==> src/rtl/axi_master_generic.sv <==
// axi_master_generic: AXI3 initiator turning a command/stream interface into
// one INCR burst of 32-bit beats at a time. Completion is a one-cycle
// done_valid pulse carrying the final response code.
// Optional build macro: AXI_MASTER_TIMEOUT_EN adds a response-wait watchdog
// that ends a stalled transaction with SLVERR after TIMEOUT_CYCLES cycles.
module axi_master_generic #(
    parameter int ADDR_W         = 32,
    parameter int MAX_LEN        = 16,
    parameter int TIMEOUT_CYCLES = 256
) (
    input  logic              aclk,
    input  logic              areset,
    // command / stream side
    input  logic              cmd_valid,
    output logic              cmd_ready,
    input  logic              cmd_write,
    input  logic [ADDR_W-1:0] cmd_addr,
    input  logic [3:0]        cmd_len,
    input  logic [3:0]        cmd_id,
    input  logic [31:0]       wr_data,
    input  logic [3:0]        wr_strb,
    input  logic              wr_valid,
    output logic              wr_ready,
    output logic [31:0]       rd_data,
    output logic              rd_valid,
    output logic              done_valid,
    output logic [1:0]        done_resp,
    // AW channel
    output logic [3:0]        awid,
    output logic [ADDR_W-1:0] awadr,
    output logic [3:0]        awlen,
    output logic [2:0]        awsize,
    output logic [1:0]        awburst,
    output logic [1:0]        awlock,
    output logic [3:0]        awcache,
    output logic [2:0]        awprot,
    output logic              awvalid,
    input  logic              awready,
    // W channel
    output logic [3:0]        wid,
    output logic [31:0]       wrdata,
    output logic [3:0]        wstrb,
    output logic              wlast,
    output logic              wvalid,
    input  logic              wready,
    // B channel
    input  logic [3:0]        bid,
    input  logic [1:0]        bresp,
    input  logic              bvalid,
    output logic              bready,
    // AR channel
    output logic [3:0]        arid,
    output logic [ADDR_W-1:0] araddr,
    output logic [3:0]        arlen,
    output logic [2:0]        arsize,
    output logic [1:0]        arburst,
    output logic [1:0]        arlock,
    output logic [3:0]        arcache,
    output logic [2:0]        arprot,
    output logic              arvalid,
    input  logic              arready,
    // R channel
    input  logic [3:0]        rid,
    input  logic [31:0]       rdata,
    input  logic [1:0]        rresp,
    input  logic              rlast,
    input  logic              rvalid,
    output logic              rready
);

    localparam int LEN_W = $clog2(MAX_LEN);

    typedef enum logic [2:0] {
        IDLE, WR_ADDR, WR_DATA, WR_RESP, RD_ADDR, RD_DATA, DONE
    } state_t;

    state_t             state, state_nx;
    logic [ADDR_W-1:0]  addr_q;
    logic [LEN_W-1:0]   len_q;
    logic [LEN_W-1:0]   cnt_q;
    logic [3:0]         id_q;
    logic [1:0]         resp_q;
    logic [1:0]         rd_resp_nx;
    logic               w_hs, r_hs, r_end;

    // IDs are not checked; the timeout limit is only consumed by the watchdog
    logic unused_inputs;
    assign unused_inputs = ^{bid, rid, 32'(TIMEOUT_CYCLES)};

    // Fixed burst attributes: 4-byte beats, INCR, normal/unprivileged access
    assign awsize  = 3'b010;
    assign arsize  = 3'b010;
    assign awburst = 2'b01;
    assign arburst = 2'b01;
    assign awlock  = 2'b00;
    assign arlock  = 2'b00;
    assign awcache = 4'b0000;
    assign arcache = 4'b0000;
    assign awprot  = 3'b000;
    assign arprot  = 3'b000;

    assign awid   = id_q;
    assign arid   = id_q;
    assign wid    = id_q;
    assign awadr  = addr_q;
    assign araddr = addr_q;
    assign awlen  = 4'(len_q);
    assign arlen  = 4'(len_q);
    assign wrdata = wr_data;
    assign wstrb  = wr_strb;
    assign done_resp = resp_q;

    assign w_hs  = wvalid && wready;
    assign r_hs  = rvalid && rready;
    assign r_end = rlast || (cnt_q == len_q);

`ifdef AXI_MASTER_TIMEOUT_EN
    logic [15:0] wd_q;
    logic        busy, any_hs, to_hit;
    assign busy   = (state != IDLE) && (state != DONE);
    assign any_hs = (awvalid && awready) || w_hs || (bvalid && bready) ||
                    (arvalid && arready) || r_hs;
    assign to_hit = busy && !any_hs && (wd_q == 16'(TIMEOUT_CYCLES - 1));

    // Watchdog: restarted on command accept and on every channel handshake
    always_ff @(posedge aclk) begin
        if (areset)
            wd_q <= '0;
        else if ((state == IDLE) || any_hs || !busy)
            wd_q <= '0;
        else
            wd_q <= wd_q + 16'd1;
    end
`endif

    // Read response merge: first non-OKAY sticks; a premature rlast on an
    // otherwise clean burst is reported as SLVERR
    always_comb begin
        rd_resp_nx = (resp_q == 2'b00) ? rresp : resp_q;
        if (rlast && (cnt_q != len_q) && (rd_resp_nx == 2'b00))
            rd_resp_nx = 2'b10;
    end

    // Next-state and channel handshake outputs, all decoded from state
    always_comb begin
        state_nx   = state;
        cmd_ready  = 1'b0;
        awvalid    = 1'b0;
        wvalid     = 1'b0;
        wr_ready   = 1'b0;
        wlast      = 1'b0;
        bready     = 1'b0;
        arvalid    = 1'b0;
        rready     = 1'b0;
        done_valid = 1'b0;
        case (state)
            IDLE: begin
                cmd_ready = 1'b1;
                if (cmd_valid)
                    state_nx = cmd_write ? WR_ADDR : RD_ADDR;
            end
            WR_ADDR: begin
                awvalid = 1'b1;
                if (awready) state_nx = WR_DATA;
            end
            WR_DATA: begin
                wvalid   = wr_valid;
                wr_ready = wready;
                wlast    = (cnt_q == len_q);
                if (wr_valid && wready && (cnt_q == len_q))
                    state_nx = WR_RESP;
            end
            WR_RESP: begin
                bready = 1'b1;
                if (bvalid) state_nx = DONE;
            end
            RD_ADDR: begin
                arvalid = 1'b1;
                if (arready) state_nx = RD_DATA;
            end
            RD_DATA: begin
                rready = 1'b1;
                if (rvalid && r_end) state_nx = DONE;
            end
            DONE: begin
                done_valid = 1'b1;
                state_nx   = IDLE;
            end
            default: state_nx = IDLE;
        endcase
`ifdef AXI_MASTER_TIMEOUT_EN
        if (to_hit) state_nx = DONE;
`endif
    end

    // State, latched command fields, beat counter, response and read data
    always_ff @(posedge aclk) begin
        if (areset) begin
            state    <= IDLE;
            addr_q   <= '0;
            len_q    <= '0;
            id_q     <= '0;
            cnt_q    <= '0;
            resp_q   <= 2'b00;
            rd_data  <= '0;
            rd_valid <= 1'b0;
        end else begin
            state    <= state_nx;
            rd_valid <= 1'b0;
            if ((state == IDLE) && cmd_valid) begin
                addr_q <= cmd_addr;
                len_q  <= cmd_len[LEN_W-1:0];
                id_q   <= cmd_id;
                cnt_q  <= '0;
                resp_q <= 2'b00;
            end
            if (w_hs)
                cnt_q <= cnt_q + 1'b1;
            if ((state == WR_RESP) && bvalid)
                resp_q <= bresp;
            if (r_hs) begin
                rd_data  <= rdata;
                rd_valid <= 1'b1;
                cnt_q    <= cnt_q + 1'b1;
                resp_q   <= rd_resp_nx;
            end
`ifdef AXI_MASTER_TIMEOUT_EN
            if (to_hit)
                resp_q <= 2'b10;
`endif
        end
    end

endmodule

==> config.mk <==
export PLATFORM = sky130hd
export DESIGN_NAME = axi_master_generic
export DESIGN_NICKNAME = d
export VERILOG_FILES = /design/src/rtl/axi_master_generic.sv
export SDC_FILE = /design/constraint.sdc
export NUM_CORES = 1
export LEC_CHECK = 0
export ABC_AREA = 1
export BUFFER_PORTS_ARGS = -buffer_cell sky130_fd_sc_hd__buf_2
export CORE_AREA = 2 2 124 126
export DETAILED_ROUTE_END_ITERATION = 6
export DIE_AREA = 0 0 126 128
export PLACE_DENSITY = 0.58
export SYNTH_ARGS = -nofsm -noshare
export SYNTH_HDL_FRONTEND = slang
export SYNTH_SLANG_ARGS = --single-unit
==> constraint.sdc <==
create_clock -name aclk -period 1.9 [get_ports aclk]
set_input_delay 0.19 -clock aclk [delete_from_list [all_inputs] [get_ports aclk]]
set_output_delay 0.19 -clock aclk [all_outputs]
set_load 0.02 [all_outputs]
Word level (Yosys, flattened, before mapping)
Cells that the tools add are included.
{"block": "classes", "add_sub_neg": 1, "n_eq_ne": 14, "mux": 26, "reduce_logical": 16}
{"cell": "$mux 3", "count": 7}
{"cell": "$pmux 3 s6", "count": 1}
{"cell": "$mux 4", "count": 3}
{"cell": "$ne 2x2->1 const B", "count": 6}
{"cell": "$mux 1", "count": 10}
{"cell": "$mux 2", "count": 5}
{"cell": "$eq 3x3->1 const B", "count": 3}
{"cell": "$logic_and 1x1->1", "count": 9}
{"cell": "$eq 3x2->1 const B", "count": 2}
{"cell": "$reduce_and 6->1", "count": 1}
{"cell": "$reduce_bool 3->1", "count": 2}
{"cell": "$add 4x1->4 const B", "count": 1}
{"cell": "$eq 4x4->1", "count": 1}
{"cell": "$logic_not 2->1", "count": 2}
{"cell": "$ne 4x4->1", "count": 1}
{"cell": "$eq 3x1->1 const B", "count": 1}
{"cell": "$logic_not 3->1", "count": 1}
{"cell": "$logic_or 1x1->1", "count": 1}
{"block": "totals", "ff_bits": 82, "in_bits": 131, "out_inout_bits": 192, "elab_cells": 65}

Logic depth before layout (Yosys ltp)
Gate-level depths: netlist of run 1.
{"block": "depth", "ltp_word": 6, "mapped_depth": 11, "depth_no_buf": 11}

Least setup slack after synthesis of run 1
OpenSTA, ideal clock, no wires.
{"block": "synth_timing", "kind": "register to register", "startpoint": "reg state[1]", "endpoint": "reg id_q[0] (netlist: arid[0])", "setup_time_ns": 0.132, "arrival_time_ns": 1.349, "required_ns": 1.768, "slack_ns": 0.419, "path_stages_with_launch": 9, "n_path_buf": 2, "path_cell_list": "dfxtp_1 -> nor2_1 -> inv_2 -> nor2_2 -> nand2_2 -> buf_4 -> buf_4 -> nand2_1 -> a21oi_1"}
{"block": "synth_between", "elab_chain_cells": 2}
{"item": "start: declaration", "line": "77", "text": "state_t state, state_nx;"}
{"item": "start signal: assignment", "line": "208", "text": "state <= state_nx;"}
{"item": "$logic_not 3->1", "line": "210", "text": "if ((state == IDLE) && cmd_valid) begin"}
{"item": "$logic_and 1x1->1", "line": "210"}
{"item": "end signal: assignment", "line": "213", "text": "id_q <= cmd_id;"}
{"item": "end: declaration", "line": "81", "text": "logic [3:0] id_q;"}
Every way passes these cells.
A chain may end at the register's enable or synchronous reset.

Final worst setup path of run 1
{"block": "layout_timing", "startpoint": "reg cnt_q[1]", "endpoint": "out wlast"}
{"block": "layout_between", "elab_chain_cells": 2}
{"item": "start: declaration", "line": "80", "text": "logic [LEN_W-1:0] cnt_q;"}
{"item": "start signal: assignment", "line": "218", "text": "cnt_q <= cnt_q + 1'b1;"}
{"item": "start signal: assignment", "line": "224", "text": "cnt_q <= cnt_q + 1'b1;"}
{"item": "$eq 4x4->1", "line": "169", "text": "wlast = (cnt_q == len_q);"}
{"item": "$mux 1", "line": "156", "text": "case (state)"}
{"item": "end: declaration", "line": "43", "text": "output logic wlast,"}
Every way passes these cells.

==> impl_results.md, run 1 <==
- Clock power frac: 29.7%
- Layout cell share with drive strength beyond 1: 37.4%
- Pint: 3.92 mW
- WP data arrival: 1.47 ns
- Slew @ Worst Pin: 0.532 ns
- Latest clock arrival within the worst-skew pair: 0.34 ns
- Final hold vios: 0
- First-pass GRT wire length: 15800 um
- Remaining antenna violation count: 0
- Post-synth EDFFs: 0
- Critical Path End Type: primary output
- Period utilization: 87.1%
- Top-count cell post-synth: nand2_1
- Gpl congestion: 0.789
- Worst Hold Class: primary input to flip-flop
- Slew headroom: 64.5%
- Number of CTS-inserted buffers: 9
- Synth Flop Type: dfxtp_1
- Detailed Place HPWL: 7630 um
- R2r startpoint: state[0]$_SDFFE_PP0P_
- Async SR Flop Fraction: 0%
- Max cap viols: 0
- Reg power frac: 34.2%
- Worst hold margin: 0.0937 ns
- Worst-path clk slew: 0.07 ns
- CTS tree: built
- Slew Viols, Final: 0
- WP data required: 1.71 ns
- Total negative setup slack: 0 ns
- Synth top area share: 40.6%
- Wire length per cell: 11.7 um
- Critical path origin: cnt_q[1]$_SDFFE_PP0P_
- Final Setup Violations: 0
- Crit Path Class: flip-flop to primary output
- Die area: 0.0161 sq mm
- Startpoint Class: flip-flop
- Largest net degree at the start of global routing: 51
- Combinational power share: 36.1%
- Seq/Total Area, Yosys: 40.6%
- Min Tclk post-route: 1.66 ns
- Worst Skew: 0.00794 ns
- Clock buffer depth: 2
- Peak VDD IR: 0.000527 V
- Vias in the first global route: 3192
- Post-synth top cells: nand2_1 (169), buf_4 (118), a21oi_1 (83), dfxtp_1 (82), inv_1 (21)
- Lkg Pwr: 2.48 nW
- Drt drc: 0
- Cell Pwr Density: 1300 mW/mm^2
- Worst slack at placement: 0.334 ns
- P&R area growth vs syn: 21.2%
- Min setup slack post-route: 0.244 ns
- H-tree depth: 3
- Avg Cell Area, Syn: 7.39 sq um
- Final Util: 33.0%
- Chip Width: 126 um
- I/O Pins: 323
- Via count: 3571
- Sw Share: 38.8%
- # rows: 45
- Die height: 128 um
- FF+latch count, synth: 82
- CP Max Fanout: 5
- Initial DRC count: 120
- Syn Inst Count: 548
- Global route overflow: 0
- # resized after CTS: 0
- Final nets: 808
- Root Driver: clkbuf_16
- DR vias/cell: 4.10
- Hold Startpoint: cmd_id[3]
- Initial antenna violation count: 1
- Setup bufs post-CTS: 0
- IO Port Bufs: 214
- # clock sinks: 82
- Final WL: 10100 um
- Post-synth top area cell: dfxtp_1
- DR pass1 iterations: 4
- Area contributors post-synth: dfxtp_1 (41%), buf_4 (22%), nand2_1 (16%)
- PnR Total Power: 6.40 mW
- Switch Pwr: 2.48 mW
- # hold bufs at CTS: 0
- Synth warn: 0
- Total GRT Usage: 12.3%
- Unique masters post-synth: 26
- Initial Util: 27.2%
- Fmax: 604 MHz
- CORE AREA: 0.0149 sq mm
- Synth Cell Area: 0.00405 sq mm
- RSZ-0062 raised after global routing: no
- Outcome: completed
-- worst max-delay path: stages, from the launching register on --
cell and delay [ns]:
dfxtp_1 0.41, inv_1 0.09, nand2_1 0.06, nand2_1 0.06
nor2_1 0.13, nand2_1 0.11, nor2_1 0.09, buf_2 0.17
-- worst paths after layout --
check	depth (start not counted)	end	slack (ns)
max	7	wlast	0.24
min	3	arid[3]$_SDFFE_PP0P_	0.09
max reg2reg	9	rd_data[30]$_SDFFE_PP0P_	0.35
min reg2reg	2	rd_data[2]$_SDFFE_PP0P_	0.46
-- per-stage QoR --
stage                     cells  cell area, sq um
after floorplan             574              4150
after global placement      853              4580
after detailed placement    853              4580
after CTS                   869              4900
after global routing        869              4900
final                       870              4910
-- layout make-up --
type	instances	area, sq um
inverter	29	109
timing repair buffer	222	1140
sequential	82	1640
tap	188	235
antenna	1	2.50
clock buffer	11	243
clock inverter	5	85.1
multi-input combinational	332	1450
fill	1670	9960
-- registers in the layout, indices dropped and copies added (netlist names) --
register and flops:
araddr 32, done_resp 2, arlen 4, cnt_q 4
rd_valid 1, rd_data 32, state 3, arid 4
-- logic make-up (layout without fill, tap and decap cells) --
logic type | count (synthesis) | after routing | share of synthesized area, %
DFF | 82 | 82 | 40.6
buffers and inverters | 160 | 267 | 26.1
adders and majority gates | 1 | 1 | 0.309
other | 2 | 29 | 0.186
and+or+nand+nor | 209 | 209 | 21.1
AOI/OAI and AO/OA | 94 | 94 | 11.8
-- power groups by stage --
stage,Sequential (mW),Clock (mW),Combinational (mW)
final,2.19,1.90,2.31
after global routing,2.23,2.05,2.57
after CTS,2.19,1.98,2.36
after detailed placement,2.23,0,2.35
after global placement,2.22,0,2.35
after floorplan,2.46,0,1.75
-- layer usage --
layer  up-vias  part of all wire, %  GRT usage, %
met4         0                  1.6          5.37
met1      1538                   40          13.4
met3        12                  9.5          4.59
met5         -                    0             0
li1       1849                    -             -
met2       172                   49          21.3
-- cells in the final DEF, fill, tap and decap left out, types with 3 or more instances in the layout --
cell type,count
conb_1,28
inv_1,21
dfxtp_1,82
inv_2,7
clkbuf_16,9
buf_2,214
nor2_2,3
nand2_2,4
buf_4,7
a21oi_1,83
nand3_1,10
nor2_1,15
o21ai_0,7
nand2_1,169
Note: power is estimated with default switching activity, not from simulation.
==> run 2, diff against run 1 <==
- ABC_AREA: 1 -> default
- GPL_ROUTABILITY_DRIVEN: default -> 0
- PLACE_DENSITY: 0.58 -> 0.57
==> impl_results.md, run 2 <==
- CP max-delay cell: or3b_1
- Die area: 0.0161 sq mm (unchanged)
- Initial DRC count: 128 (+6.7%)
- Post-synth EDFFs: 0 (unchanged)
- Largest net degree at the start of global routing: 83 (+63%)
- Global route overflow: 0 (unchanged)
- Final WL: 10400 um (+2.4%)
- Total negative setup slack: 0 ns (unchanged)
- Crit-path cells: buf_4, or3b_1, nor2_1, buf_2
- Post-Layout Cell Count: 830 (-4.6%)
- Unique masters post-synth: 44 (+69%)
- Worst hold margin: 0.0887 ns (-0.00500 ns)
- Period utilization: 94.3% (+7.2 points)
- Final Setup Violations: 0 (unchanged)
- Final hold vios: 0 (unchanged)
- H-tree depth: 3 (unchanged)
- RR Endpoint: state[0]$_SDFFE_PP0P_
- CTS tree: built
- Post-synth top area cell: dfxtp_1
- Hold Startpoint: cmd_addr[7]
- R2r startpoint: state[1]$_SDFFE_PP0P_
- # clock sinks: 82 (unchanged)
- RSZ-0062 raised after global routing: no
- # rows: 45 (unchanged)
- Remaining antenna violation count: 0 (unchanged)
- Async SR Flop Fraction: 0% (unchanged)
- Total GRT Usage: 12.4% (+0.16 points)
- ANT cells: 0 (-1)
- Cell Pwr Density: 1240 mW/mm^2 (-5.0%)
- Fmax: 558 MHz (-7.6%)
- Synth top area share: 41.2% (+0.68 points)
- Startpoint Class: flip-flop
- I/O Pins: 323 (unchanged)
- Crit Path Class: flip-flop to primary output
- Max cap viols: 0 (unchanged)
- Vias in the first global route: 3035 (-4.9%)
- Wire length per cell: 12.5 um (+7.3%)
- Worst slack at placement: 0.207 ns (-0.127 ns)
- Layout cell share with drive strength beyond 1: 39.1% (+1.7 points)
- Via count: 3492 (-2.2%)
- # hold bufs at CTS: 0 (unchanged)
- Inst Count DP: 815 (-4.5%)
- Die height: 128 um (unchanged)
- Latest clock arrival within the worst-skew pair: 0.33 ns (about the same)
- Worst Skew: 0.00581 ns (-0.00213 ns)
- Initial Util: 26.8% (-0.45 points)
- Number of CTS-inserted buffers: 9 (unchanged)
- Top-count cell post-synth: nand2_1
- Syn Inst Count: 512 (-6.6%)
- Area contributors post-synth: dfxtp_1 (41%), buf_4 (21%), nand2_1 (14%)
- Root Driver: clkbuf_16
- First-pass GRT wire length: 15700 um (-0.30%)
- Slew Viols, Final: 0 (unchanged)
- Clock buffer depth: 2 (unchanged)
- CORE AREA: 0.0149 sq mm (unchanged)
- IO Port Bufs: 214 (unchanged)
- Critical Path Max Stage Delay: 0.40 ns (about the same)
- WP data arrival: 1.60 ns (+0.13 ns)
- P&R area growth vs syn: 22.6%
- Initial antenna violation count: 0 (-1)
- PnR Total Power: 6.05 mW (-5.5%)
- Worst Hold Class: primary input to flip-flop
- Min setup slack post-route: 0.108 ns (-0.136 ns)
- Synth Flop Type: dfxtp_1
- Synth warn: 0 (unchanged)
- Chip Width: 126 um (unchanged)
- Post-synth top cells: nand2_1 (150), buf_4 (110), dfxtp_1 (82), a21oi_1 (77), clkbuf_1 (19)
- Fill count: 1639 (-1.9%)
- R2R depth: 5 (-4)
- Worst-path clk slew: 0.06 ns (about the same)
- Detailed Place HPWL: 7470 um (-2.1%)
- Drt drc: 0 (unchanged)
- WP data required: 1.71 ns (about the same)
- Hold endpoint: araddr[7]$_SDFFE_PP0P_
- DR vias/cell: 4.21 (+2.5%)
- Min Tclk post-route: 1.79 ns (+0.136 ns)
- Seq/Total Area, Yosys: 41.2% (+0.68 points)
- FF+latch count, synth: 82 (unchanged)
- Most frequent cells in the layout: buf_2 (214), nand2_1 (149), dfxtp_1 (80)
- Commonest non-fill, non-tap cell in the layout: buf_2
- Synth Cell Area: 0.00398 sq mm (-1.6%)
- WHS Path Cells: 3 (unchanged)
- Final nets: 770 (-4.7%)
- Critical Path End Type: primary output
- Worst R2R Setup Slack: 0.35 ns (about the same)
- Avg Cell Area, Syn: 7.78 sq um (+5.3%)
- Outcome: completed
- CP Max Fanout: 9 (+4)
- DR pass1 iterations: 4 (unchanged)
- Peak VDD IR: 0.000467 V (-12%)
- Lkg Pwr: 2.39 nW (-3.6%)
-- run 2: changes by cell type after synthesis, moves of 5 or more --
cell / before / now
o21ai_0: 7 / 0
nand2_1: 169 / 150
inv_2: 7 / 1
inv_1: 21 / 4
clkbuf_1: 8 / 19
a21oi_1: 83 / 77
nand3_1: 10 / 5
nor2_1: 15 / 6
buf_4: 118 / 110
-- run 2: what timing repair did --
| action | CTS | global route |
|---|---|---|
| endpoints found under the setup margin | 1 | 1 |
| buffers inserted | 0 | 0 |
| pin swaps | 0 | 0 |
| resized for setup | 1 | 2 |
-- run 2: stage by stage --
stage / instance area, sq um / utilization (%)
2_1_floorplan: 4080 / -
3_3_place_gp: 4590 / 30.9
3_5_place_dp: 4590 / 30.9
4_1_cts: 4880 / 32.8
5_1_grt: 4880 / 32.8
6_report: 4880 / 32.8
-- run 2: worst max path at each step --
stage,slack [ns],cells past startpoint,from,endpoint
after floorplan,0.36,7,state[1]$_SDFFE_PP0P_,araddr[10]$_SDFFE_PP0P_
after global routing,0.01,4,state[1]$_SDFFE_PP0P_,wlast
after CTS,0.03,4,state[2]$_SDFFE_PP0P_,wlast
final,0.11,4,state[1]$_SDFFE_PP0P_,wlast
after detailed placement,0.21,5,state[1]$_SDFFE_PP0P_,state[0]$_SDFFE_PP0P_
after global placement,0.23,5,state[1]$_SDFFE_PP0P_,state[0]$_SDFFE_PP0P_
-- run 2: layout make-up --
cell class	instances	area, sq um	share of cell area, %
Sequential cell	82	1650	33.7
Multi-Input combinational cell	314	1490	30.4
Timing Repair Buffer	226	1210	24.8
Tap cell	188	235	4.82
Clock buffer	9	225	4.61
Clock inverter	6	58.8	1.20
Inverter	5	18.8	0.384
-- run 2: critical path: cells and delay by family (launching register included) --
kind | cells | cell delay [ns]
buf+inv | 2 | 0.34
flops | 1 | 0.39
simple gates | 2 | 0.54
-- run 2: cells by family (layout without fill, tap and decap cells) --
| kind of cell | count (synthesis) | count (layout) | share of synthesized area [%] |
|---|---|---|---|
| compound gates | 94 | 94 | 13.2 |
| xor+xnor | 4 | 4 | 0.880 |
| fa+ha+maj | 1 | 1 | 0.314 |
| buf+inv | 142 | 246 | 24.0 |
| flops | 82 | 82 | 41.2 |
| mux | 1 | 1 | 0.251 |
| other cells | 2 | 28 | 0.189 |
| simple gates | 186 | 186 | 20.0 |
-- run 2: layer usage --
layer  GRT usage [%]  part of all wire, %  vias to the layer above  routed length, um
li1                -                    -                     1770                  -
met1            14.6                   43                     1539               4430
met2            20.7                   48                      155               4950
met3            3.30                  6.5                       28                670
met4            6.92                  3.1                        0                326
met5               0                    0                        -                  0
-- run 2: power by group --
group          leakage, nW  switching, mW  internal, mW
clock network        0.145          0.686          1.00
registers            0.668          0.208          1.95
logic                 1.58           1.43         0.769
==> run 3, diff against run 2 <==
- RECOVER_POWER: default -> 50
- clock period: 1.9 -> 2 ns (I/O delays scaled with it)
==> impl_results.md, run 3 (synthesized netlist as in run 2, its figures left out) <==
- Outcome: completed
- Sw Share: 39.0% (+0.52 points)
- Combinational power share: 34.6% (-1.8 points)
- Peak VDD IR: 0.000324 V (-31%)
- Wire length per cell: 12.9 um (+2.9%)
- Remaining antenna violation count: 0 (unchanged)
- Die height: 128 um (unchanged)
- Clock power frac: 28.8% (+0.9 points)
- Post-Layout Cell Count: 832 (+0.24%)
- ANT cells: 0 (unchanged)
- Detailed Place HPWL: 7920 um (+6.1%)
- Layout cell share with drive strength beyond 1: 25.6% (-13 points)
- P&R area growth vs syn: 20.7%
- Final WL: 10700 um (+3.2%)
- Max cap viols: 0 (unchanged)
- Critical Path End Type: primary output
- Initial DRC count: 139 (+8.6%)
- PnR Total Power: 5.72 mW (-5.5%)
- Placed cell areas: 0.00462 sq mm (+0.60%)
- Drt drc: 0 (unchanged)
- Root Driver: clkbuf_16
- WP data required: 1.80 ns (+0.09 ns)
- # rows: 45 (unchanged)
- Largest net degree at the start of global routing: 38 (-54%)
- Number of CTS-inserted buffers: 9 (unchanged)
- Final Setup Violations: 0 (unchanged)
- Worst slack at placement: 0.241 ns (+0.0337 ns)
- Worst-path clk slew: 0.06 ns (about the same)
- Fill count: 1722 (+5.1%)
- Period utilization: 92.2%
- # clock sinks: 82 (unchanged)
- Startpoint Class: flip-flop
- Latest clock arrival within the worst-skew pair: 0.34 ns (about the same)
- Pint: 3.49 mW (-6.3%)
- Cell Pwr Density: 1190 mW/mm^2 (-4.0%)
- Inst Count DP: 817 (+0.25%)
- Crit Path Class: flip-flop to primary output
- Final instance area: 0.00481 sq mm (-1.5%)
- First-pass GRT wire length: 16000 um (+1.5%)
- R2R depth: 4 (-1)
- IO Port Bufs: 214 (unchanged)
- Worst Skew: 0.00621 ns (+0.000405 ns)
- I/O Pins: 323 (unchanged)
- Slew @ Worst Pin: 0.530 ns
- CORE AREA: 0.0149 sq mm (unchanged)
- CP Max Fanout: 9 (unchanged)
- Worst Hold Class: primary input to flip-flop
- Total negative setup slack: 0 ns (unchanged)
- DR pass1 iterations: 4 (unchanged)
- DR vias/cell: 4.27 (+1.4%)
- Switch Pwr: 2.23 mW (-4.2%)
- Slew Viols, Final: 0 (unchanged)
- Area occupied by registers: 0.00164 sq mm (-0.23%)
- Initial Util: 26.8% (unchanged)
- Global route overflow: 0 (unchanged)
- Total GRT Usage: 12.7% (+0.27 points)
- Die area: 0.0161 sq mm (unchanged)
- WP data arrival: 1.64 ns (+0.04 ns)
- Initial antenna violation count: 0 (unchanged)
- Clock buffer depth: 2 (unchanged)
- Min Tclk post-route: 1.84 ns
- Chip Width: 126 um (unchanged)
- Fmax: 542 MHz
- H-tree depth: 3 (unchanged)
- Vias in the first global route: 3047 (+0.40%)
- Min setup slack post-route: 0.156 ns (+0.0477 ns)
- Multi-input logic area: 0.00149 sq mm (unchanged)
- Final hold vios: 0 (unchanged)
- RSZ-0062 raised after global routing: no
- Reg power frac: 36.6% (+0.9 points)
- Lkg Pwr: 2.03 nW (-15%)
- CTS tree: built
- Final nets: 772 (+0.26%)
- WHS Path Cells: 3 (unchanged)
- Commonest non-fill, non-tap cell in the layout: nand2_1
- Most frequent cells in the layout: nand2_1 (149), buf_2 (127), clkbuf_1 (87)
- Slew headroom: 64.6%
- Via count: 3549 (+1.6%)
-- run 3: metal layers --
layer / vias to the layer above / wire length [um] / share of wire [%] / track usage, %
met1: 1589 / 4440 / 41 / 15.0
met4: 0 / 324 / 3.0 / 7.37
met2: 158 / 5120 / 48 / 21.0
met3: 25 / 827 / 7.7 / 3.21
met5: - / 0 / 0 / 0
li1: 1777 / - / - / -
-- run 3: final cells by class --
| type | count | share of cell area, % |
|---|---|---|
| inverters | 5 | 0.390 |
| well taps | 188 | 4.89 |
| clock buffers | 10 | 4.97 |
| multi-input cells | 314 | 30.9 |
| clock inverters | 5 | 1.15 |
| flip-flops and latches | 82 | 34.2 |
| repair buffers | 228 | 23.5 |
-- run 3: final timing paths --
path | slack (ns) | to | start
max | 0.16 | wlast | state[1]$_SDFFE_PP0P_
min | 0.1 | rd_data[30]$_SDFFE_PP0P_ | rdata[30]
max reg2reg | 0.23 | cnt_q[2]$_SDFFE_PP0P_ | state[2]$_SDFFE_PP0P_
min reg2reg | 0.45 | rd_data[14]$_SDFFE_PP0P_ | rd_data[14]$_SDFFE_PP0P_
-- run 3: through the flow --
stage / hold WS [ns] / util, %
2_1_floorplan: 0.336 / -
3_5_place_dp: 0.400 / 31.1
6_report: 0.0953 / 32.3
5_1_grt: 0.0852 / 32.3
4_1_cts: 0.0728 / 33.1
3_3_place_gp: 0.400 / 31.1
-- run 3: timing repair --
action,CTS,global route
endpoints found under the setup margin,1,0
resized for setup,1,0
hold buffers,0,0
buffers inserted,0,0
-- run 3: critical path, cell delays in order (launching register included) --
cell,delay [ns]
dfxtp_2,0.42
buf_4,0.18
or3b_1,0.40
nor2_1,0.13
buf_2,0.18
-- run 3: power groups by stage --
stage               logic (mW)  registers [mW]  clock network (mW)
floorplan                 1.51            2.26                   0
global placement          2.07            2.12                   0
detailed placement        2.07            2.13                   0
CTS                       2.07            2.09                1.73
global route              2.16            2.13                1.79
finish                    1.98            2.09                1.65
